$ cat src/rtl/tlv5618_pkg.sv
// Shared definitions for the TLV5618 frame scheduler: command encodings,
// control-word bit positions, FSM state encoding and a word builder.
package tlv5618_pkg;

  localparam logic [1:0] CMD_WR_B     = 2'b00;
  localparam logic [1:0] CMD_WR_BUF   = 2'b01;
  localparam logic [1:0] CMD_WR_A_UPD = 2'b10;

  localparam int BIT_R1  = 15;
  localparam int BIT_SPD = 14;
  localparam int BIT_PWR = 13;
  localparam int BIT_R0  = 12;
  localparam int CODE_W  = 12;

  typedef enum logic [1:0] {
    IDLE,
    ISSUE,
    WAIT,
    GAP
  } sched_state_t;

  function automatic logic [15:0] make_word(input logic [1:0]        cmd,
                                            input logic              spd,
                                            input logic              pwr,
                                            input logic [CODE_W-1:0] code);
    logic [15:0] w;
    w              = '0;
    w[BIT_R1]      = cmd[1];
    w[BIT_SPD]     = spd;
    w[BIT_PWR]     = pwr;
    w[BIT_R0]      = cmd[0];
    w[CODE_W-1:0]  = code;
    return w;
  endfunction

endpackage

$ cat src/rtl/tlv5618_sched.sv
// Arbitrates channel A/B update requests into TLV5618 control frames, handles
// the paired buffer-then-A sequence, done handshake, timeout abort and gap.
module tlv5618_sched
  import tlv5618_pkg::*;
#(
  parameter int GAP_CYC     = 4,
  parameter int TIMEOUT_CYC = 4096,
  parameter int TW          = 13
) (
  input  logic        clk,
  input  logic        rst_n,
  input  logic        req_a,
  input  logic [11:0] code_a,
  output logic        ack_a,
  input  logic        req_b,
  input  logic [11:0] code_b,
  output logic        ack_b,
  input  logic        spd,
  input  logic        pwr,
  output logic [15:0] dac_data,
  output logic        dac_start,
  input  logic        dac_done,
  output logic        busy,
  output logic        err
);

  localparam logic [TW-1:0] TO_LAST  = TW'(TIMEOUT_CYC - 1);
  localparam logic [TW-1:0] GAP_LAST = TW'(GAP_CYC - 1);

  sched_state_t  state, state_nx;
  logic [TW-1:0] cnt, cnt_nx;
  logic          pair_pend, pair_pend_nx;
  logic [15:0]   pend_word, pend_word_nx;
  logic [15:0]   dac_data_nx;

  // rst_n is active-high despite its name; acks are also gated by it so a
  // requester never sees an acceptance that the registers did not capture.
  always_ff @(posedge clk or posedge rst_n) begin
    if (rst_n) begin
      state     <= IDLE;
      cnt       <= '0;
      pair_pend <= 1'b0;
      pend_word <= '0;
      dac_data  <= '0;
    end else begin
      state     <= state_nx;
      cnt       <= cnt_nx;
      pair_pend <= pair_pend_nx;
      pend_word <= pend_word_nx;
      dac_data  <= dac_data_nx;
    end
  end

  always_comb begin
    state_nx     = state;
    cnt_nx       = cnt;
    pair_pend_nx = pair_pend;
    pend_word_nx = pend_word;
    dac_data_nx  = dac_data;
    ack_a        = 1'b0;
    ack_b        = 1'b0;
    dac_start    = 1'b0;
    err          = 1'b0;

    unique case (state)
      IDLE: begin
        if (!rst_n) begin
          if (req_a && req_b) begin
            ack_a        = 1'b1;
            ack_b        = 1'b1;
            dac_data_nx  = make_word(CMD_WR_BUF, spd, pwr, code_b);
            pend_word_nx = make_word(CMD_WR_A_UPD, spd, pwr, code_a);
            pair_pend_nx = 1'b1;
            state_nx     = ISSUE;
          end else if (req_a) begin
            ack_a       = 1'b1;
            dac_data_nx = make_word(CMD_WR_A_UPD, spd, pwr, code_a);
            state_nx    = ISSUE;
          end else if (req_b) begin
            ack_b       = 1'b1;
            dac_data_nx = make_word(CMD_WR_B, spd, pwr, code_b);
            state_nx    = ISSUE;
          end
        end
      end

      ISSUE: begin
        dac_start = 1'b1;
        cnt_nx    = '0;
        state_nx  = WAIT;
      end

      // A timeout abandons any pending second frame of a pair.
      WAIT: begin
        if (dac_done) begin
          cnt_nx   = '0;
          state_nx = GAP;
        end else if (cnt == TO_LAST) begin
          err          = 1'b1;
          pair_pend_nx = 1'b0;
          cnt_nx       = '0;
          state_nx     = GAP;
        end else begin
          cnt_nx = cnt + TW'(1);
        end
      end

      GAP: begin
        if (cnt == GAP_LAST) begin
          cnt_nx = '0;
          if (pair_pend) begin
            dac_data_nx  = pend_word;
            pair_pend_nx = 1'b0;
            state_nx     = ISSUE;
          end else begin
            state_nx = IDLE;
          end
        end else begin
          cnt_nx = cnt + TW'(1);
        end
      end

      default: state_nx = IDLE;
    endcase
  end

  assign busy = (state != IDLE);

endmodule
$ cat config.mk
export PLATFORM = sky130hd
export DESIGN_NAME = tlv5618_sched
export DESIGN_NICKNAME = d
export VERILOG_FILES = /design/src/rtl/tlv5618_pkg.sv /design/src/rtl/tlv5618_sched.sv
export SDC_FILE = /design/constraint.sdc
export NUM_CORES = 1
export LEC_CHECK = 0
export BUFFER_PORTS_ARGS = -buffer_cell sky130_fd_sc_hd__buf_2
export CAP_MARGIN = 30
export CORE_MARGIN = 2
export CORE_UTILIZATION = 54
export DETAILED_ROUTE_END_ITERATION = 8
export GPL_TIMING_DRIVEN = 1
export MAX_ROUTING_LAYER = met4
export PLACE_DENSITY = 0.79
export SYNTH_ARGS = -nofsm -noshare
export SYNTH_HDL_FRONTEND = slang
export SYNTH_SLANG_ARGS = --single-unit
$ cat constraint.sdc
create_clock -name clk -period 2.6 [get_ports clk]
set_input_delay 0.52 -clock clk [delete_from_list [all_inputs] [get_ports clk]]
set_output_delay 0.52 -clock clk [all_outputs]
set_load 0.005 [all_outputs]
==> qor.csv, run 1 <==
stage;metric;value;unit
clock_tree;cts_sinks;47;
power;ir_worst_vdd;0.535;mV
timing;whs;0.205;ns
flow_run;maxCapViolCount;0;
cells_and_area;stdcell_count;336;
synth;synthDistinctLibCells;44;
clock_tree;h-tree-depth;2;
synth;ys_seq_elements;47;
global_route;antenna_found_initial;0;
power;leakagePower;0.00137;uW
critical_path;cp-start-kind;register;
critical_path;cpMaxStageDelayCell;or3_2;
cells_and_area;syn2layout_area_growth;17.2;%
global_route;grt_max_degree;34;
synth;synthesis.area;2490;sq um
clock_tree;path_clk_slew;0.09;ns
floorplan;start_util;0.565;
critical_path;worst-path-buf-inv;1;
critical_path;cp.required;2.08;ns
global_route;overflow;0;
place;portBuffers;51;
critical_path;crit_chain;ha_2 -> nand3_1 -> or3_2 -> nor3_1 -> buf_2;
timing;hold_violations;0;
place;dpl.cell_count;329;
critical_path;end_kind;output port;
synth;synth_edf_count;0;
critical_path;worstPathArrival;1.93;ns
clock_tree;cts_root_buffer;clkbuf_8;
timing;fin_worst_skew;0.00790;ns
routing;vias_per_cell;5.68;
floorplan;rows;24;
hold_path;holdCritPathClass;input port to asynchronous set/reset pin;
routing;drt_iter0_drc;75;
floorplan;io_pins;52;
cells_and_area;regArea;1180;sq um
synth;netlist_instances;231;
floorplan;die_w;72.0;um
power;p_sw;1000;uW
timing;fmax;0.409;GHz
power;seq_power_share;0.395;
global_route;track_usage;0.209;
routing;wl_per_cell;14.1;um
synth;ys_seq_area_frac;0.472;
timing;fin_crit_sh;0.941;
timing;final-setup-viol-count;0;
critical_path;worst-path-max-fanout;7;
timing;fin_ws;0.154;ns
place;dp_hpwl;3.45;mm
routing;routed_wl;4.73;mm
place;dp_slack;0.425;ns
cells_and_area;drive_gt1_frac;0.377;
synth;avgSynthCellArea;10.8;sq um
place;place.gp.congestion;0.896;
timing;fin_setup_tns;0;ns
cells_and_area;num_antenna_cells;0;
floorplan;fp.coreArea;4410;sq um
floorplan;die_area;5180;sq um
cells_and_area;final_area;2920;sq um
synth;syn-num-nets;269;
cells_and_area;nets;322;
clock_tree;cts_buffers;5;
clock_tree;cts_tree;done;
routing;drc;0;
timing;worst_slew_pin_slew;0.611;ns
power;swShare;0.339;
power;power.density;1010;nW/um^2
clock_tree;cts_setup_buffers;0;
timing;min_period;2.45;ns
routing;ant_nets;0;
routing;vias;1908;
cells_and_area;multi_input_area;1250;sq um
power;intPower;1950;uW
clock_tree;clkLatencyLatePin;0.30;ns
critical_path;slowest_delay;0.52;ns
global_route;grt_pass1_vias;1855;
timing;relSlewSlack;0.587;
synth;yosysWarnings;0;
cells_and_area;filler_cell_count;360;
critical_path;crit_family;simple AND/OR/NAND/NOR gates;
synth;ys.flop_type;dfrtp_1;
routing;dr.pass1.iters;4;
clock_tree;clk_path_buf_depth;2;
timing;rsz0062_at_grt;no;
floorplan;die_h;72.0;um
power;clockPowerShare;0.176;
critical_path;critPathKind;register to output port;
status;status;finished clean;
timing;drv_slew;0;
global_route;grt_pass1_wl;8.26;mm
place;post_dp_cell_area;2810;sq um
power;comb_power_share;0.429;
synth;synthArstFlopShare;1.00;
-- cell usage in the layout, fill, tap and decap left out, types with 3 or more instances in the layout --
cell type   n
nand2_1    22
o21ai_0    17
nand4_1     4
clkbuf_8    5
nand3_1     5
buf_2      51
inv_1       6
nor2_1     10
mux2_2     34
nor3_1      5
ha_1        6
dfrtp_1    47
a21oi_1     4
buf_4       5
xor2_1      4
mux2i_1    13
nor4_1      3
and3_1      7
-- logic make-up after synthesis --
group                      count (synthesis)  share of synthesized area
and+or+nand+nor                           74                      0.160
muxes                                     47                      0.206
DFF                                       47                      0.472
AOI/OAI and AO/OA                         33                     0.0813
buffers and inverters                     18                     0.0286
adders and majority gates                  7                     0.0351
xor gates and xnor gates                   5                     0.0176
-- synth_stat cells, types with 2 or more instances --
| library cell | instances | share of area |
|---|---|---|
| nand3_1 | 5 | 0.010 |
| nor4_1 | 3 | 0.0075 |
| a21oi_1 | 4 | 0.0080 |
| ha_1 | 7 | 0.035 |
| xor2_1 | 4 | 0.014 |
| mux2i_1 | 13 | 0.052 |
| dfrtp_1 | 47 | 0.47 |
| clkbuf_1 | 7 | 0.011 |
| buf_2 | 3 | 0.0060 |
| a21boi_0 | 2 | 0.0060 |
| nor3_1 | 5 | 0.010 |
| mux2_2 | 34 | 0.15 |
| inv_1 | 7 | 0.011 |
| o21ai_0 | 17 | 0.034 |
| nor2_1 | 10 | 0.015 |
| and3_1 | 7 | 0.018 |
| nor2b_1 | 2 | 0.0050 |
| nand2_1 | 22 | 0.033 |
| a311oi_1 | 2 | 0.0070 |
| nand4_1 | 4 | 0.010 |
| o41ai_1 | 2 | 0.0070 |
| nand2b_1 | 2 | 0.0050 |
-- layer usage --
metal / up-vias / GRT usage / routed length (um)
met1: 921 / 0.267 / 2180
met4: 0 / 0.0985 / 114
met3: 9 / 0.0292 / 193
met2: 45 / 0.333 / 2240
li1: 933 / - / -
met5: - / - / 0
-- final cells by class --
cell class                 count  share of cell area
multi-input combinational    166               0.427
timing repair buffer          56               0.100
clock buffer                   5              0.0235
clock inverter                 2              0.0128
sequential                    47               0.402
inverter                       8              0.0116
tap                           52              0.0223
-- path summary, 6_finish.rpt --
kind / startpoint / to / slack, ns / cells after the start
worst min-delay path: rst_n / pend_word[14]$_DFFE_PP0P_ / 0.21 / 2
worst min register to register: pend_word[15]$_DFFE_PP0P_ / pend_word[15]$_DFFE_PP0P_ / 0.48 / 1
worst max-delay path: cnt[0]$_DFFE_PP0N_ / err / 0.15 / 5
worst max register to register: cnt[0]$_DFFE_PP0N_ / cnt[2]$_DFFE_PP0N_ / 0.52 / 5
min in group clk: pwr / pend_word[13]$_DFFE_PP0P_ / 0.46 / 2
max in group asynchronous: rst_n / dac_data[4]$_DFFE_PP0P_ / 1.67 / 3
-- sequential cells by signal (all words and copies together), names as in the netlist --
name / flops
dac_data: 16
pend_word: 15
cnt: 13
state: 2
pair_pend: 1
-- per-stage QoR --
step | utilization | total power [uW]
floorplan | - | 2090
global placement | 0.637 | 2420
detailed placement | 0.637 | 2470
CTS | 0.662 | 2990
global route | 0.662 | 3210
finish | 0.662 | 2950
-- power groups by stage --
stage	clock [uW]	sequential, uW	combinational [uW]
final	519	1170	1270
after global routing	570	1210	1430
after CTS	537	1170	1290
after detailed placement	0	1180	1280
after global placement	0	1170	1240
after floorplan	0	1160	922
-- timing repair --
action,CTS,global route
hold buffers,0,0
endpoints found under the setup margin,0,1
hold endpoints to repair,0,0
resized for setup,0,1
Power figures use the tool's default switching activity.
==> run 2: changes to the inputs <==
--- a/config.mk
+++ b/config.mk
@@ -5,13 +5,13 @@
 export SDC_FILE = /design/constraint.sdc
 export NUM_CORES = 1
 export LEC_CHECK = 0
+export ABC_CLOCK_PERIOD_IN_PS = 2600
 export BUFFER_PORTS_ARGS = -buffer_cell sky130_fd_sc_hd__buf_2
 export CAP_MARGIN = 30
 export CORE_MARGIN = 2
 export CORE_UTILIZATION = 54
 export DETAILED_ROUTE_END_ITERATION = 8
 export GPL_TIMING_DRIVEN = 1
-export MAX_ROUTING_LAYER = met4
 export PLACE_DENSITY = 0.79
 export SYNTH_ARGS = -nofsm -noshare
 export SYNTH_HDL_FRONTEND = slang
==> run 2 against run 1 <==
Non-clock buffer count is the same. Final cell count did not move. Maximum frequency is essentially flat. Sequential power barely moved. Largest power group unchanged. Total power hardly changed.
==> qor.csv, run 2 (synthesis results as in run 1) <==
stage;metric;value;unit;change
status;status;finished clean;;
cells_and_area;filler_cell_count;360;;unchanged
routing;drt_iter0_drc;72;;-4.0%
timing;fin_crit_sh;0.941;;about the same
cells_and_area;mostFrequentLayoutCells;buf_2 (51), dfrtp_1 (47), mux2_2 (34);;
critical_path;ff2ff_path_depth;5;;unchanged
timing;fin_worst_skew;0.00790;ns;+0.00000555 ns
cells_and_area;final_common_cell;buf_2;;
global_route;antenna_found_initial;0;;unchanged
critical_path;slowest_delay;0.52;ns;about the same
cells_and_area;num_antenna_cells;0;;unchanged
cells_and_area;reg_top3;dac_data: 16 flops, pend_word: 15 flops, cnt: 13 flops;;
place;post_dp_cell_area;2810;sq um;unchanged
floorplan;die_w;72.0;um;unchanged
cells_and_area;syn2layout_area_growth;17.2;%;unchanged
clock_tree;clk_path_buf_depth;2;;unchanged
hold_path;holdCritPathClass;input port to asynchronous set/reset pin;;
timing;hold_violations;0;;unchanged
critical_path;worstPathArrival;1.93;ns;about the same
flow_run;maxCapViolCount;0;;unchanged
global_route;overflow;0;;unchanged
timing;rsz0062_at_grt;no;;
critical_path;end_kind;output port;;
clock_tree;cts_buffers;5;;unchanged
place;dp_slack;0.425;ns;unchanged
clock_tree;cts_root_buffer;clkbuf_8;;
critical_path;cp-start-kind;register;;
routing;vias_per_cell;5.69;;+0.21%
floorplan;fp.coreArea;4410;sq um;unchanged
critical_path;crit_chain;ha_2 -> nand3_1 -> or3_2 -> nor3_1 -> buf_2;;
critical_path;regToRegSetupSlack;0.51;ns;about the same
routing;wl_per_cell;14.1;um;about the same
clock_tree;h-tree-depth;2;;unchanged
clock_tree;cts_setup_buffers;0;;unchanged
floorplan;io_pins;52;;unchanged
timing;relSlewSlack;0.587;;unchanged
routing;ant_nets;0;;unchanged
cells_and_area;nets;322;;unchanged
critical_path;cpMaxStageDelayCell;or3_2;;
clock_tree;path_clk_slew;0.09;ns;about the same
routing;vias;1912;;+0.21%
floorplan;rows;24;;unchanged
timing;fin_ws;0.154;ns;-0.000201 ns
power;power.density;1010;nW/um^2;about the same
clock_tree;clkLatencyLatePin;0.30;ns;about the same
power;ir_worst_vdd;0.535;mV;about the same
cells_and_area;drive_gt1_frac;0.377;;unchanged
place;place.gp.congestion;0.882;;-1.6%
global_route;grt_pass1_wl;8.27;mm;about the same
critical_path;worst-path-max-fanout;7;;unchanged
clock_tree;cts_sinks;47;;unchanged
clock_tree;cts_tree;done;;
floorplan;die_area;5180;sq um;unchanged
routing;drc;0;;unchanged
timing;fmax;0.409;GHz;about the same
timing;drv_slew;0;;unchanged
critical_path;cp.required;2.08;ns;about the same
power;leakagePower;0.00137;uW;unchanged
clock_tree;postCtsHoldBufs;0;;unchanged
critical_path;critPathKind;register to output port;;
routing;routed_wl;4.74;mm;about the same
cells_and_area;top_register;dac_data;;
cells_and_area;largest_reg_flops;16;;unchanged
floorplan;start_util;0.565;;unchanged
cells_and_area;final_area;2920;sq um;unchanged
place;dp_hpwl;3.45;mm;unchanged
global_route;grt_max_degree;34;;unchanged
timing;fin_setup_tns;0;ns;unchanged
global_route;grt_pass1_vias;1857;;+0.11%
timing;worst_slew_pin_slew;0.611;ns;-0.000000119 ns
floorplan;die_h;72.0;um;unchanged
place;portBuffers;51;;unchanged
timing;final-setup-viol-count;0;;unchanged
routing;dr.pass1.iters;4;;unchanged
timing;min_period;2.45;ns;+0.000201 ns
global_route;track_usage;0.203;;-0.00620
==> run 2: cell counts in the layout (fill, tap and decap cells not counted) <==
Identical to the previous run, type by type.
==> run 2: final timing paths <==
| path | from | end |
|---|---|---|
| max reg2reg | cnt[0]$_DFFE_PP0N_ | dac_data[3]$_DFFE_PP0P_ |
| min | rst_n | pend_word[14]$_DFFE_PP0P_ |
| min reg2reg | pend_word[15]$_DFFE_PP0P_ | pend_word[15]$_DFFE_PP0P_ |
| max in group asynchronous | rst_n | dac_data[4]$_DFFE_PP0P_ |
| min in group clk | pwr | pend_word[13]$_DFFE_PP0P_ |
| max | cnt[0]$_DFFE_PP0N_ | err |
==> run 2: worst max-delay path, delay by kind of cell (launching register included) <==
kind	cells	cell delay, ns
adder cells (fa/ha/maj)	1	0.25
buffers and inverters	1	0.13
flip-flops	1	0.38
AND/OR/NAND/NOR	3	0.85
==> run 2: repair_timing <==
action | 4_1_cts | 5_1_grt
gates resized for setup | 0 | 1
hold endpoints to repair | 0 | 0
endpoints found under the setup margin | 0 | 1
==> run 2: layout make-up <==
class                           instances  area [sq um]  share of cell area
Tap cell                               52          65.1              0.0223
Clock inverter                          2          37.5              0.0128
Timing Repair Buffer                   56           293               0.100
Clock buffer                            5          68.8              0.0235
Multi-Input combinational cell        166          1250               0.427
Inverter                                8          33.8              0.0116
Sequential cell                        47          1180               0.402
==> run 2: stage by stage <==
stage / util / hold slack, ns / power (uW) / cells
after CTS: 0.662 / 0.211 / 2990 / 336
after detailed placement: 0.637 / 0.454 / 2470 / 329
after floorplan: - / 0.435 / 2090 / 231
final: 0.662 / 0.205 / 2950 / 336
after global routing: 0.662 / 0.233 / 3210 / 336
after global placement: 0.637 / 0.452 / 2420 / 329
==> run 2: where the power goes <==
part | switching, uW | leakage [uW] | internal [uW]
Combinational | 612 | 0.000726 | 657
Clock | 238 | 0.0000502 | 281
Sequential | 152 | 0.000592 | 1010
Total | 1000 | 0.00137 | 1950
==> run 2: routing by layer <==
metal | vias to the layer above | track usage | wire length [um]
met5 | - | 0 | 0
met3 | 9 | 0.0292 | 182
met2 | 45 | 0.334 | 2250
met4 | 0 | 0.0985 | 114
li1 | 932 | - | -
met1 | 926 | 0.266 | 2190
==> run 3: changes to the inputs <==
--- a/config.mk
+++ b/config.mk
@@ -9,10 +9,11 @@
 export BUFFER_PORTS_ARGS = -buffer_cell sky130_fd_sc_hd__buf_2
 export CAP_MARGIN = 30
 export CORE_MARGIN = 2
-export CORE_UTILIZATION = 54
+export CORE_UTILIZATION = 56
+export CTS_BUF_LIST = sky130_fd_sc_hd__clkbuf_4 sky130_fd_sc_hd__clkbuf_8
 export DETAILED_ROUTE_END_ITERATION = 8
 export GPL_TIMING_DRIVEN = 1
-export PLACE_DENSITY = 0.79
+export PLACE_DENSITY = 0.81
 export SYNTH_ARGS = -nofsm -noshare
 export SYNTH_HDL_FRONTEND = slang
 export SYNTH_SLANG_ARGS = --single-unit
==> run 3 against run 2 <==
First-iteration DRC count increased by 99%. Utilization increased by 1.7 points. Final area increased by 0.51%. Maximum frequency increased by 0.22%. Global-route usage increased by 1.6 points. Total power increased by 2.9%. Critical path type unchanged. Combinational power about the same. Flip-flop and latch count unchanged. Highest routed layer unchanged. Non-clock buffer count unchanged. Worst setup slack improved by 0.0055 ns.
==> qor.csv, run 3 (synthesis results as in run 1) <==
stage;metric;value;unit;change
floorplan;die_w;70.7;um;-1.7%
timing;worst_slew_pin_slew;0.655;ns;+0.0442 ns
global_route;track_usage;0.220;;+0.0165
clock_tree;path_clk_slew;0.09;ns;about the same
clock_tree;cts_tree;done;;
power;power.density;1030;nW/um^2;+2.4%
place;dp_hpwl;3.58;mm;+3.6%
cells_and_area;final_util;0.679;;+0.0173
clock_tree;h-tree-depth;2;;unchanged
critical_path;end_kind;output port;;
routing;dr.pass1.iters;4;;unchanged
timing;fin_setup_tns;0;ns;unchanged
critical_path;worstPathArrival;1.92;ns;about the same
routing;routed_wl;5.12;mm;+8.1%
timing;whs;0.432;ns;+0.227 ns
global_route;grt_max_degree;48;;+41%
global_route;grt_pass1_wl;8.67;mm;+4.8%
place;portBuffers;51;;unchanged
cells_and_area;top_register;dac_data;;
global_route;grt_pass1_vias;1855;;-0.11%
floorplan;die_area;5000;sq um;-3.4%
global_route;antenna_found_initial;0;;unchanged
power;ir_worst_vdd;0.556;mV;+3.8%
cells_and_area;largest_reg_flops;16;;unchanged
critical_path;cp-start-kind;register;;
timing;fin_worst_skew;0.00737;ns;-0.000531 ns
cells_and_area;mostFrequentLayoutCells;buf_2 (51), dfrtp_1 (47), mux2_2 (34);;
timing;fmax;0.410;GHz;+0.22%
timing;final-setup-viol-count;0;;unchanged
timing;min_period;2.44;ns;-0.00548 ns
floorplan;fp.coreArea;4320;sq um;-2.0%
timing;drv_slew;0;;unchanged
clock_tree;clk_path_buf_depth;2;;unchanged
critical_path;worst-path-max-fanout;7;;unchanged
critical_path;cp.required;2.08;ns;about the same
timing;fin_crit_sh;0.939;;-0.00211
cells_and_area;num_antenna_cells;0;;unchanged
critical_path;critPathKind;register to output port;;
clock_tree;postCtsHoldBufs;0;;unchanged
hold_path;holdCritPathClass;input port to asynchronous set/reset pin;;
routing;wl_per_cell;15.2;um;+7.8%
floorplan;start_util;0.577;;+0.0118
cells_and_area;reg_top3;dac_data: 16 flops, pend_word: 15 flops, cnt: 13 flops;;
timing;relSlewSlack;0.557;;-0.0298
cells_and_area;syn2layout_area_growth;17.8;%;
clock_tree;cts_root_buffer;clkbuf_8;;
clock_tree;clkLatencyLatePin;0.30;ns;about the same
routing;vias_per_cell;5.75;;+1.1%
power;leakagePower;0.00138;uW;+0.89%
global_route;overflow;0;;unchanged
timing;rsz0062_at_grt;no;;
flow_run;maxCapViolCount;0;;unchanged
clock_tree;cts_sinks;47;;unchanged
place;place.gp.congestion;0.847;;-4.0%
routing;vias;1939;;+1.4%
clock_tree;cts_buffers;5;;unchanged
cells_and_area;final_area;2940;sq um;+0.51%
status;status;finished clean;;
cells_and_area;drive_gt1_frac;0.379;;+0.00219
routing;drt_iter0_drc;143;;+99%
routing;ant_nets;0;;unchanged
timing;hold_violations;0;;unchanged
cells_and_area;nets;322;;unchanged
routing;drc;0;;unchanged
cells_and_area;final_common_cell;buf_2;;
place;post_dp_cell_area;2810;sq um;unchanged
floorplan;io_pins;52;;unchanged
floorplan;rows;24;;unchanged
floorplan;die_h;70.7;um;-1.7%
[run 3: final timing paths]
check                           cells after the start                      start                   endpoint  slack [ns]
worst max register to register                      5         cnt[0]$_DFFE_PP0N_         cnt[2]$_DFFE_PP0N_        0.48
worst min-delay path                                3                      rst_n   dac_data[10]$_DFFE_PP0P_        0.43
worst max-delay path                                5         cnt[0]$_DFFE_PP0N_                        err        0.16
min in group clk                                    2                  code_a[2]   pend_word[2]$_DFFE_PP0P_        0.46
worst min register to register                      1  pend_word[15]$_DFFE_PP0P_  pend_word[15]$_DFFE_PP0P_        0.48
max in group asynchronous                           3                      rst_n         cnt[6]$_DFFE_PP0N_        1.77
[run 3: worst max-delay path, cell delays in order, from the launching register on]
cell and delay (ns):
dfrtp_1 0.39, ha_2 0.24, nand3_1 0.16, or3_2 0.53, nor3_1 0.17, buf_2 0.13
[run 3: metrics by stage]
step,setup slack [ns],power (uW),instances
floorplan,0.0892,2090,231
global placement,0.482,2430,329
detailed placement,0.456,2490,329
CTS,0.115,3060,337
global route,0.0471,3270,337
finish,0.159,3040,337
[run 3: layout make-up]
class,instances,area [sq um]
fill,342,1390
multi-input combinational,166,1250
sequential,47,1180
timing repair buffer,56,293
clock buffer,6,82.6
tap,52,65.1
clock inverter,2,38.8
inverter,8,33.8
[run 3: repair_timing]
item | CTS | global route
buffers inserted | 0 | 0
setup endpoints to repair | 0 | 1
gates resized for setup | 0 | 1
[run 3: routing by layer]
metal	vias up	global-route usage	part of all wire
met1	943	0.299	0.45
met5	-	0	0
li1	936	-	-
met3	11	0.0413	0.043
met2	49	0.348	0.49
met4	0	0.0943	0.020
[run 3: report_power, final]
part / leakage [uW] / switching, uW / internal, uW
Sequential: 0.000592 / 163 / 1010
Combinational: 0.000726 / 640 / 658
Clock: 0.0000618 / 248 / 316
Total: 0.00138 / 1050 / 1990
